===== src/rtl/cache_refill_controller.sv =====
// rtl/cache_refill_controller.sv - critical-byte-first line refill and write-no-allocate miss handler
module cache_refill_controller #(
   parameter int ADDR_W      = 32,
   parameter int DATA_W      = 8,
   parameter int OFFSET_BITS = 6,
   parameter int TIMEOUT     = 255
) (
   input  logic              clk,
   input  logic              rst,
   input  logic              miss_valid,
   output logic              miss_ready,
   input  logic [ADDR_W-1:0] miss_addr,
   input  logic              miss_rw,
   input  logic [DATA_W-1:0] miss_wdata,
   output logic              mem_req,
   output logic              mem_we,
   output logic [ADDR_W-1:0] mem_addr,
   output logic [DATA_W-1:0] mem_wdata,
   input  logic              mem_ack,
   input  logic [DATA_W-1:0] mem_rdata,
   output logic              fill_valid,
   output logic [ADDR_W-1:0] fill_addr,
   output logic [DATA_W-1:0] fill_data,
   output logic              fill_last,
   output logic              fill_abort,
   output logic              resp_valid,
   output logic [DATA_W-1:0] resp_data,
   output logic              resp_error,
   output logic              busy
);

   typedef enum logic [2:0] {S_IDLE, S_RD, S_WR, S_FIN, S_ERR} state_t;

   localparam logic [OFFSET_BITS-1:0] BEAT_LAST = {OFFSET_BITS{1'b1}};
   localparam logic [9:0]             WAIT_LAST = 10'(TIMEOUT - 1);

   state_t                 state_q, state_d;
   logic                   miss_ready_q, miss_ready_d;
   logic                   busy_q, busy_d;
   logic                   mem_req_q, mem_req_d;
   logic                   mem_we_q, mem_we_d;
   logic [ADDR_W-1:0]      mem_addr_q, mem_addr_d;
   logic [DATA_W-1:0]      mem_wdata_q, mem_wdata_d;
   logic                   fill_valid_q, fill_valid_d;
   logic [ADDR_W-1:0]      fill_addr_q, fill_addr_d;
   logic [DATA_W-1:0]      fill_data_q, fill_data_d;
   logic                   fill_last_q, fill_last_d;
   logic                   fill_abort_q, fill_abort_d;
   logic                   resp_valid_q, resp_valid_d;
   logic [DATA_W-1:0]      resp_data_q, resp_data_d;
   logic                   resp_error_q, resp_error_d;
   logic                   resp_sent_q, resp_sent_d;
   logic [OFFSET_BITS-1:0] beat_q, beat_d;
   logic [9:0]             wait_q, wait_d;
   logic                   ack;
   logic                   timeout;

   always_ff @(posedge clk) begin
      if (rst) begin
         state_q      <= S_IDLE;
         miss_ready_q <= 1'b0;
         busy_q       <= 1'b0;
         mem_req_q    <= 1'b0;
         mem_we_q     <= 1'b0;
         mem_addr_q   <= '0;
         mem_wdata_q  <= '0;
         fill_valid_q <= 1'b0;
         fill_addr_q  <= '0;
         fill_data_q  <= '0;
         fill_last_q  <= 1'b0;
         fill_abort_q <= 1'b0;
         resp_valid_q <= 1'b0;
         resp_data_q  <= '0;
         resp_error_q <= 1'b0;
         resp_sent_q  <= 1'b0;
         beat_q       <= '0;
         wait_q       <= '0;
      end else begin
         state_q      <= state_d;
         miss_ready_q <= miss_ready_d;
         busy_q       <= busy_d;
         mem_req_q    <= mem_req_d;
         mem_we_q     <= mem_we_d;
         mem_addr_q   <= mem_addr_d;
         mem_wdata_q  <= mem_wdata_d;
         fill_valid_q <= fill_valid_d;
         fill_addr_q  <= fill_addr_d;
         fill_data_q  <= fill_data_d;
         fill_last_q  <= fill_last_d;
         fill_abort_q <= fill_abort_d;
         resp_valid_q <= resp_valid_d;
         resp_data_q  <= resp_data_d;
         resp_error_q <= resp_error_d;
         resp_sent_q  <= resp_sent_d;
         beat_q       <= beat_d;
         wait_q       <= wait_d;
      end
   end

   // An ack in the final wait cycle wins over the timeout.
   assign ack     = mem_req_q & mem_ack;
   assign timeout = mem_req_q & ~mem_ack & (wait_q == WAIT_LAST);

   always_comb begin
      state_d      = state_q;
      miss_ready_d = miss_ready_q;
      mem_req_d    = mem_req_q;
      mem_we_d     = mem_we_q;
      mem_addr_d   = mem_addr_q;
      mem_wdata_d  = mem_wdata_q;
      fill_valid_d = 1'b0;
      fill_addr_d  = fill_addr_q;
      fill_data_d  = fill_data_q;
      fill_last_d  = 1'b0;
      fill_abort_d = 1'b0;
      resp_valid_d = 1'b0;
      resp_data_d  = '0;
      resp_error_d = 1'b0;
      resp_sent_d  = resp_sent_q;
      beat_d       = beat_q;
      wait_d       = wait_q;

      if (ack) begin
         wait_d = '0;
      end else if (mem_req_q) begin
         wait_d = wait_q + 10'd1;
      end

      case (state_q)
         S_IDLE: begin
            miss_ready_d = 1'b1;
            if (miss_valid && miss_ready_q) begin
               miss_ready_d = 1'b0;
               mem_req_d    = 1'b1;
               mem_we_d     = miss_rw;
               mem_addr_d   = miss_addr;
               mem_wdata_d  = miss_wdata;
               beat_d       = '0;
               wait_d       = '0;
               resp_sent_d  = 1'b0;
               state_d      = miss_rw ? S_WR : S_RD;
            end
         end
         S_RD: begin
            if (ack) begin
               fill_valid_d = 1'b1;
               fill_addr_d  = mem_addr_q;
               fill_data_d  = mem_rdata;
               if (beat_q == '0) begin
                  resp_valid_d = 1'b1;
                  resp_data_d  = mem_rdata;
                  resp_sent_d  = 1'b1;
               end
               beat_d = beat_q + 1'b1;
               // Offset wraps inside the line; tag/index bits are left untouched.
               mem_addr_d[OFFSET_BITS-1:0] = mem_addr_q[OFFSET_BITS-1:0] + 1'b1;
               if (beat_q == BEAT_LAST) begin
                  mem_req_d   = 1'b0;
                  fill_last_d = 1'b1;
                  state_d     = S_FIN;
               end
            end else if (timeout) begin
               mem_req_d    = 1'b0;
               fill_abort_d = 1'b1;
               resp_error_d = 1'b1;
               resp_valid_d = ~resp_sent_q;
               state_d      = S_ERR;
            end
         end
         S_WR: begin
            if (ack) begin
               mem_req_d    = 1'b0;
               mem_we_d     = 1'b0;
               resp_valid_d = 1'b1;
               resp_sent_d  = 1'b1;
               state_d      = S_IDLE;
            end else if (timeout) begin
               mem_req_d    = 1'b0;
               mem_we_d     = 1'b0;
               resp_error_d = 1'b1;
               resp_valid_d = ~resp_sent_q;
               state_d      = S_ERR;
            end
         end
         S_FIN, S_ERR: begin
            miss_ready_d = 1'b1;
            state_d      = S_IDLE;
         end
         default: begin
            state_d = S_IDLE;
         end
      endcase

      busy_d = ~miss_ready_d;
   end

   assign miss_ready = miss_ready_q;
   assign busy       = busy_q;
   assign mem_req    = mem_req_q;
   assign mem_we     = mem_we_q;
   assign mem_addr   = mem_addr_q;
   assign mem_wdata  = mem_wdata_q;
   assign fill_valid = fill_valid_q;
   assign fill_addr  = fill_addr_q;
   assign fill_data  = fill_data_q;
   assign fill_last  = fill_last_q;
   assign fill_abort = fill_abort_q;
   assign resp_valid = resp_valid_q;
   assign resp_data  = resp_data_q;
   assign resp_error = resp_error_q;

endmodule


===== config.mk =====
export PLATFORM = sky130hd
export DESIGN_NAME = cache_refill_controller
export DESIGN_NICKNAME = d
export VERILOG_FILES = /design/src/rtl/cache_refill_controller.sv
export SDC_FILE = /design/constraint.sdc
export NUM_CORES = 1
export LEC_CHECK = 0
export CAP_MARGIN = 20
export CORE_MARGIN = 1.5
export CORE_UTILIZATION = 46
export DETAILED_ROUTE_END_ITERATION = 10
export GPL_ROUTABILITY_DRIVEN = 1
export PLACE_DENSITY = 0.8
export SLEW_MARGIN = 20
export SYNTH_ARGS = -nofsm -noshare
export SYNTH_HDL_FRONTEND = slang
export SYNTH_SLANG_ARGS = --single-unit

===== constraint.sdc =====
create_clock -name clk -period 2.4 [get_ports clk]
set_input_delay 0.48 -clock clk [delete_from_list [all_inputs] [get_ports clk]]
set_output_delay 0.48 -clock clk [all_outputs]
set_load 0.005 [all_outputs]

==> summary.md, run 1 <==
| Metric | Value |
|---|---|
| Storage cell area | 2342 sq um |
| Hold Path Cell Cnt | 2 |
| Sequential area share after synthesis | 52.06% |
| Max Slew Vio Count | 0 |
| 1st-iter DRT viols | 175 |
| Most frequent cells after synthesis | nand2_1, dfxtp_1, a21oi_1 |
| CTS Root Cell | clkbuf_8 |
| Hpwl dp | 8.402 mm |
| Slew @ Worst Pin | 0.7248 ns |
| CP startpoint kind | flip-flop |
| Post-synth ARST share | 0% |
| Power per cell area | 712.9 nW/um^2 |
| Minimum clock period | 2.120 ns |
| Largest stage delay, worst path | 0.71 ns |
| Max Freq | 0.4717 GHz |
| Area grow syn2layout | 48.83% |
| Chip Height | 101.9 um |
| Routed WL | 12.69 mm |
| WL/cell | 15.04 um |
| Worst r2r src | state_q[0] |
| TritonCTS Buffers | 17 |
| Clock latency on the worst-skew pair | 0.51 ns |
| Hold-critical path endpoint | fill_addr[9] |
| Via Count | 4371 |
| Syn Nets | 610 |
| Worst EP required | 2.81 ns |
| Leak | 2.351 nW |
| Yosys top cell by area | dfxtp_1 |
| Full die area | 10380 sq um |
| Yosys top cell area share | 52.06% |
| GPL Wtd Cong | 0.8873 |
| First-pass GRT wire length | 19.87 mm |
| Vias per cell | 5.179 |
| Die width | 101.9 um |
| Slowest CP cell | or3b_1 |
| Final Hold Vio Count | 0 |
| Multi-input gate area | 1982 sq um |
| CP top delay family | simple AND/OR/NAND/NOR gates |
| Part of the cycle the worst path needs | 88.33% |
| VDD IR max | 0.5158 mV |
| Synthesized instance count | 552 |
| Initial Util | 48.01% |
| Worst Hold Class | reg2reg |
| Post-synth EDFFs | 0 |
| Maximum root-to-sink buffer count | 2 |
| H-tree Lvls | 4 |
| Setup bufs post-CTS | 0 |
| Syn Area/Cell | 8.151 sq um |
| Number of buffers added on ports | 149 |
| Area contributors post-synth | dfxtp_1, nand2_1, a21oi_1 |
| Cell Area, Synth | 4499 sq um |
| Ys Warns | 0 |
| Final setup fails | 0 |
| Final net count | 760 |
| Final instance area | 6696 sq um |
| FP Rows | 35 |
| Reg-to-reg setup timing slack | 0.28 ns |
| Synth Flop Type | dfxtp_1 |
| CTS tree | built |
| Yosys cell types | 50 |
| Largest net degree at the start of global routing | 42 |
| Bufs and invs on worst path | 0 |
| Setup TNS | 0 ns |
| Crit path DAT | 2.53 ns |
| Max-cap violation count | 0 |
| Worst path cell trace | or3b_1 -> o22ai_2 -> nor2_1 -> a311oi_1 |
| Hold Path Origin | fill_addr[9] |
| Worst-path clk slew | 0.06 ns |
| Routed Antenna Nets | 0 |
| Max-slew headroom | 51.68% |
| Setup Skew | 0.006566 ns |
| Antenna diode count | 0 |
| # hold bufs at CTS | 0 |
| IO Pins | 150 |
| Overall routing resource usage | 24.49% |
| Drt first pass iters | 4 |
| Most frequent cell after synthesis | nand2_1 |
| Number of remaining DRC errors | 0 |
| CTS Sinks | 117 |
| Crit path max fanout | 18 |
| Grt total ovfl | 0 |
| Unrepaired setup endpoints after global routing | no |
| Share of layout cells above drive strength 1 | 8.671% |
| Antenna violations before repair | 0 |
| Worst r2r path cells | 4 |
| Reg2reg end | mem_addr[1] |
| CP endpoint kind | flip-flop |
| Resize count post-CTS | 0 |
| Vias in the first global route | 4178 |
| Seq cells post-synth | 117 |
| Core Area | 9371 sq um |
| Placed cell areas | 6138 sq um |
| Crit Path Class | reg2reg |
| Status | complete, no violations |
| Total of fill cells in the finished design | 790 |
-- power by group --
| part | internal, mW | total (mW) | switching (mW) | leakage (nW) |
|---|---|---|---|---|
| registers | 1.99 | 2.04 | 0.0439 | 0.947 |
| logic | 0.216 | 0.404 | 0.188 | 1.14 |
| clock network | 1.40 | 2.33 | 0.929 | 0.260 |
-- final cells by class --
type / count / area share (%)
well taps: 129 / 2.410
clock inverters: 14 / 1.943
multi-input cells: 393 / 29.60
inverters: 7 / 0.3924
flip-flops and latches: 117 / 34.98
clock buffers: 18 / 6.390
repair buffers: 166 / 24.29
-- placed cells by master (no fill, tap or decap), types with 3 or more instances in the layout --
| cell type | count |
|---|---|
| mux2i_1 | 3 |
| and3_1 | 3 |
| clkinvlp_4 | 5 |
| clkdlybuf4s50_1 | 148 |
| nor2_1 | 22 |
| a21oi_1 | 90 |
| inv_1 | 7 |
| o21ai_0 | 9 |
| o31ai_1 | 3 |
| dfxtp_1 | 117 |
| or4_1 | 4 |
| nand4_1 | 5 |
| buf_4 | 16 |
| nand3_1 | 11 |
| nand2_1 | 170 |
| xor2_1 | 5 |
| xnor2_1 | 3 |
| nor3_1 | 8 |
| ha_1 | 5 |
| clkbuf_16 | 16 |
| clkinv_4 | 4 |
| and2_1 | 12 |
-- how the worst max path moves through the flow --
stage / cells past startpoint / startpoint / endpoint
3_5_place_dp: 5 / mem_ack / resp_error
4_1_cts: 4 / state_q[0] / mem_addr[1]
2_1_floorplan: 5 / mem_ack / state_q[1]
3_3_place_gp: 5 / mem_ack / state_q[2]
6_report: 4 / state_q[0] / mem_addr[1]
5_1_grt: 4 / state_q[0] / mem_addr[1]
-- layer usage --
metal	track usage [%]	part of all wire, %
met2	41.03	49
met1	28.96	41
met3	7.592	7.7
met4	10.96	2.4
met5	0	0
-- stage by stage --
step	hold WS [ns]	power, mW	instances	util (%)	worst slack, ns
floorplan	0.4527	2.238	552	-	0.4257
finish	0.4537	4.774	844	71.46	0.2802
CTS	0.4387	4.807	844	71.46	0.3035
global route	0.4660	4.935	844	71.46	0.1136
detailed placement	0.4458	2.476	812	65.50	-0.08106
global placement	0.4411	2.469	812	65.50	0.005117
-- flip-flops by register name, summed over array words and instances (netlist names) --
signal	flops
mem_wdata	8
resp_error	1
busy	1
fill_abort	1
fill_last	1
mem_addr	32
mem_we	1
resp_valid	1
beat_q	6
state_q	3
miss_ready	1
fill_data	8
resp_data	8
fill_addr	32
fill_valid	1
wait_q	10
mem_req	1
resp_sent_q	1
-- cell families (layout without fill, tap and decap cells) --
family	count (synthesis)	in the layout	synth area share, %
fa+ha+maj	5	5	1.390
simple gates	256	256	25.08
flops	117	117	52.06
compound gates	121	121	15.24
mux	3	3	0.6674
xor+xnor	8	8	1.557
buf+inv	42	205	4.005
-- worst reg2reg max path, stage by stage, from the launching register on --
cell and delay (ns):
dfxtp_1 0.55, or3b_1 0.71, o22ai_2 0.42, nor2_1 0.08, a311oi_1 0.26
(Power assumes the default switching activity.)
==> run 2, diff against run 1 <==
CORE_UTILIZATION = 37   (was 46)
PLACE_DENSITY = 0.67   (was 0.8)
==> summary.md, run 2 (synthesized netlist as in run 1, its figures left out) <==
| Metric | Value |
|---|---|
| Share of layout cells above drive strength 1 | 8.531% |
| Crit path DAT | 2.36 ns |
| Slew @ Worst Pin | 0.6992 ns |
| Via Count | 4343 |
| Max Freq | 0.4854 GHz |
| Die width | 113.3 um |
| Max Slew Vio Count | 0 |
| Crit Path Class | in2reg |
| Final Hold Vio Count | 0 |
| CTS tree | built |
| Final setup margin | 0.3397 ns |
| Sequential fraction of design power | 41.9% |
| Vias per cell | 5.038 |
| Setup bufs post-CTS | 0 |
| Full die area | 12830 sq um |
| Chip Height | 113.3 um |
| Max-cap violation count | 0 |
| Area grow syn2layout | 50.47% |
| Most common cell after layout, fill and taps aside | nand2_1 |
| Crit path max fanout | 3 |
| Grt total ovfl | 0 |
| Worst hold slack | 0.4525 ns |
| Worst-path clk slew | 0.05 ns |
| Unrepaired setup endpoints after global routing | no |
| Leak | 2.369 nW |
| Clock share of power | 49.8% |
| Setup Skew | 0.007833 ns |
| Part of the cycle the worst path needs | 85.84% |
| Total of fill cells in the finished design | 1092 |
| DP Worst Slack | -0.1003 ns |
| Antenna diode count | 0 |
| 1st-iter DRT viols | 288 |
| Worst Hold Class | reg2reg |
| First-pass GRT wire length | 19.80 mm |
| Status | complete, no violations |
| Core Area | 11910 sq um |
| H-tree Lvls | 4 |
| Largest net degree at the start of global routing | 44 |
| Number of buffers added on ports | 149 |
| Resize count post-CTS | 0 |
| Drt first pass iters | 5 |
| Initial Util | 37.77% |
| Max-slew headroom | 53.39% |
| Minimum clock period | 2.060 ns |
| Routed WL | 12.53 mm |
| Final core occ | 56.84% |
| FP Rows | 40 |
| Overall routing resource usage | 19.48% |
| WL/cell | 14.54 um |
| Vias in the first global route | 3946 |
| Final setup fails | 0 |
| CTS Root Cell | clkbuf_16 |
| Final net count | 760 |
| # hold bufs at CTS | 0 |
| Maximum root-to-sink buffer count | 2 |
| Clock latency on the worst-skew pair | 0.41 ns |
| Largest stage delay, worst path | 0.48 ns |
| Worst EP required | 2.70 ns |
| Switch Pwr | 1.163 mW |
| VDD IR max | 0.2950 mV |
| Routed Antenna Nets | 0 |
| Cell internal pwr | 3.704 mW |
| TritonCTS Buffers | 17 |
| CP startpoint kind | primary input |
| Antenna violations before repair | 0 |
| Sw frac | 23.89% |
| Slowest CP cell | or4_1 |
| Hpwl dp | 8.647 mm |
| Power per cell area | 718.9 nW/um^2 |
| CP endpoint kind | flip-flop |
| Number of remaining DRC errors | 0 |
| GPL Wtd Cong | 0.8259 |
| CTS Sinks | 117 |
| IO Pins | 150 |
| Most frequent cells in the layout | nand2_1, clkdlybuf4s50_1, dfxtp_1 |
| Gate power share | 8.4% |
| Worst path cell trace | clkdlybuf4s50_1 -> or4b_1 -> or4_1 -> buf_4 -> a2111oi_2 |
==> run 2: changes by cell type in the layout (fill, tap and decap cells not counted), moves of 2 or more <==
cell | previous run | this run
clkinv_2 | 2 | 0
inv_6 | 2 | 4
clkinv_4 | 4 | 2
buf_12 | 1 | 3
==> run 2: area by class of cell <==
type	instances	area [sq um]	share of cell area [%]
Timing Repair Buffer	166	1654	24.43
Clock inverter	12	120.1	1.774
Tap cell	147	183.9	2.717
Clock buffer	20	456.7	6.746
Multi-Input combinational cell	393	1987	29.35
Sequential cell	117	2342	34.60
Inverter	7	26.28	0.3881
==> run 2: critical path, delay by kind of cell <==
kind	cells	cell delay (ns)
and+or+nand+nor	2	0.95
buffers and inverters	2	0.61
AOI/OAI and AO/OA	1	0.32
==> run 2: path summary, 6_finish.rpt <==
kind                  from       endpoint  slack (ns)  cells after the start
max                mem_ack     resp_error        0.34                      5
min          fill_addr[17]  fill_addr[17]        0.45                      2
max reg2reg     state_q[0]    mem_addr[1]        0.37                      4
min reg2reg  fill_addr[17]  fill_addr[17]        0.45                      2
==> run 2: per-stage QoR <==
step | area (sq um) | instances | total power [mW] | TNS (ns)
after global placement | 6193 | 830 | 2.480 | 0
after detailed placement | 6193 | 830 | 2.486 | -0.2188
after global routing | 6770 | 862 | 5.050 | 0
after CTS | 6770 | 862 | 4.913 | 0
after floorplan | 4499 | 552 | 2.238 | 0
final | 6770 | 862 | 4.867 | 0
==> run 2: power groups by stage <==
| stage | registers [mW] | logic, mW | clock network, mW |
|---|---|---|---|
| 2_1_floorplan | 2.07 | 0.167 | 0 |
| 3_3_place_gp | 2.08 | 0.403 | 0 |
| 3_5_place_dp | 2.08 | 0.407 | 0 |
| 4_1_cts | 2.04 | 0.409 | 2.47 |
| 5_1_grt | 2.04 | 0.441 | 2.56 |
| 6_report | 2.04 | 0.408 | 2.42 |
==> run 2: routing by layer <==
metal | wire length (um) | up-vias | share of wire (%) | global-route usage (%)
met2 | 5898 | 153 | 47 | 31.60
met3 | 683 | 14 | 5.5 | 4.767
li1 | - | 2153 | - | -
met5 | 0 | - | 0 | 0
met4 | 203 | 0 | 1.6 | 8.000
met1 | 5745 | 2023 | 46 | 24.89
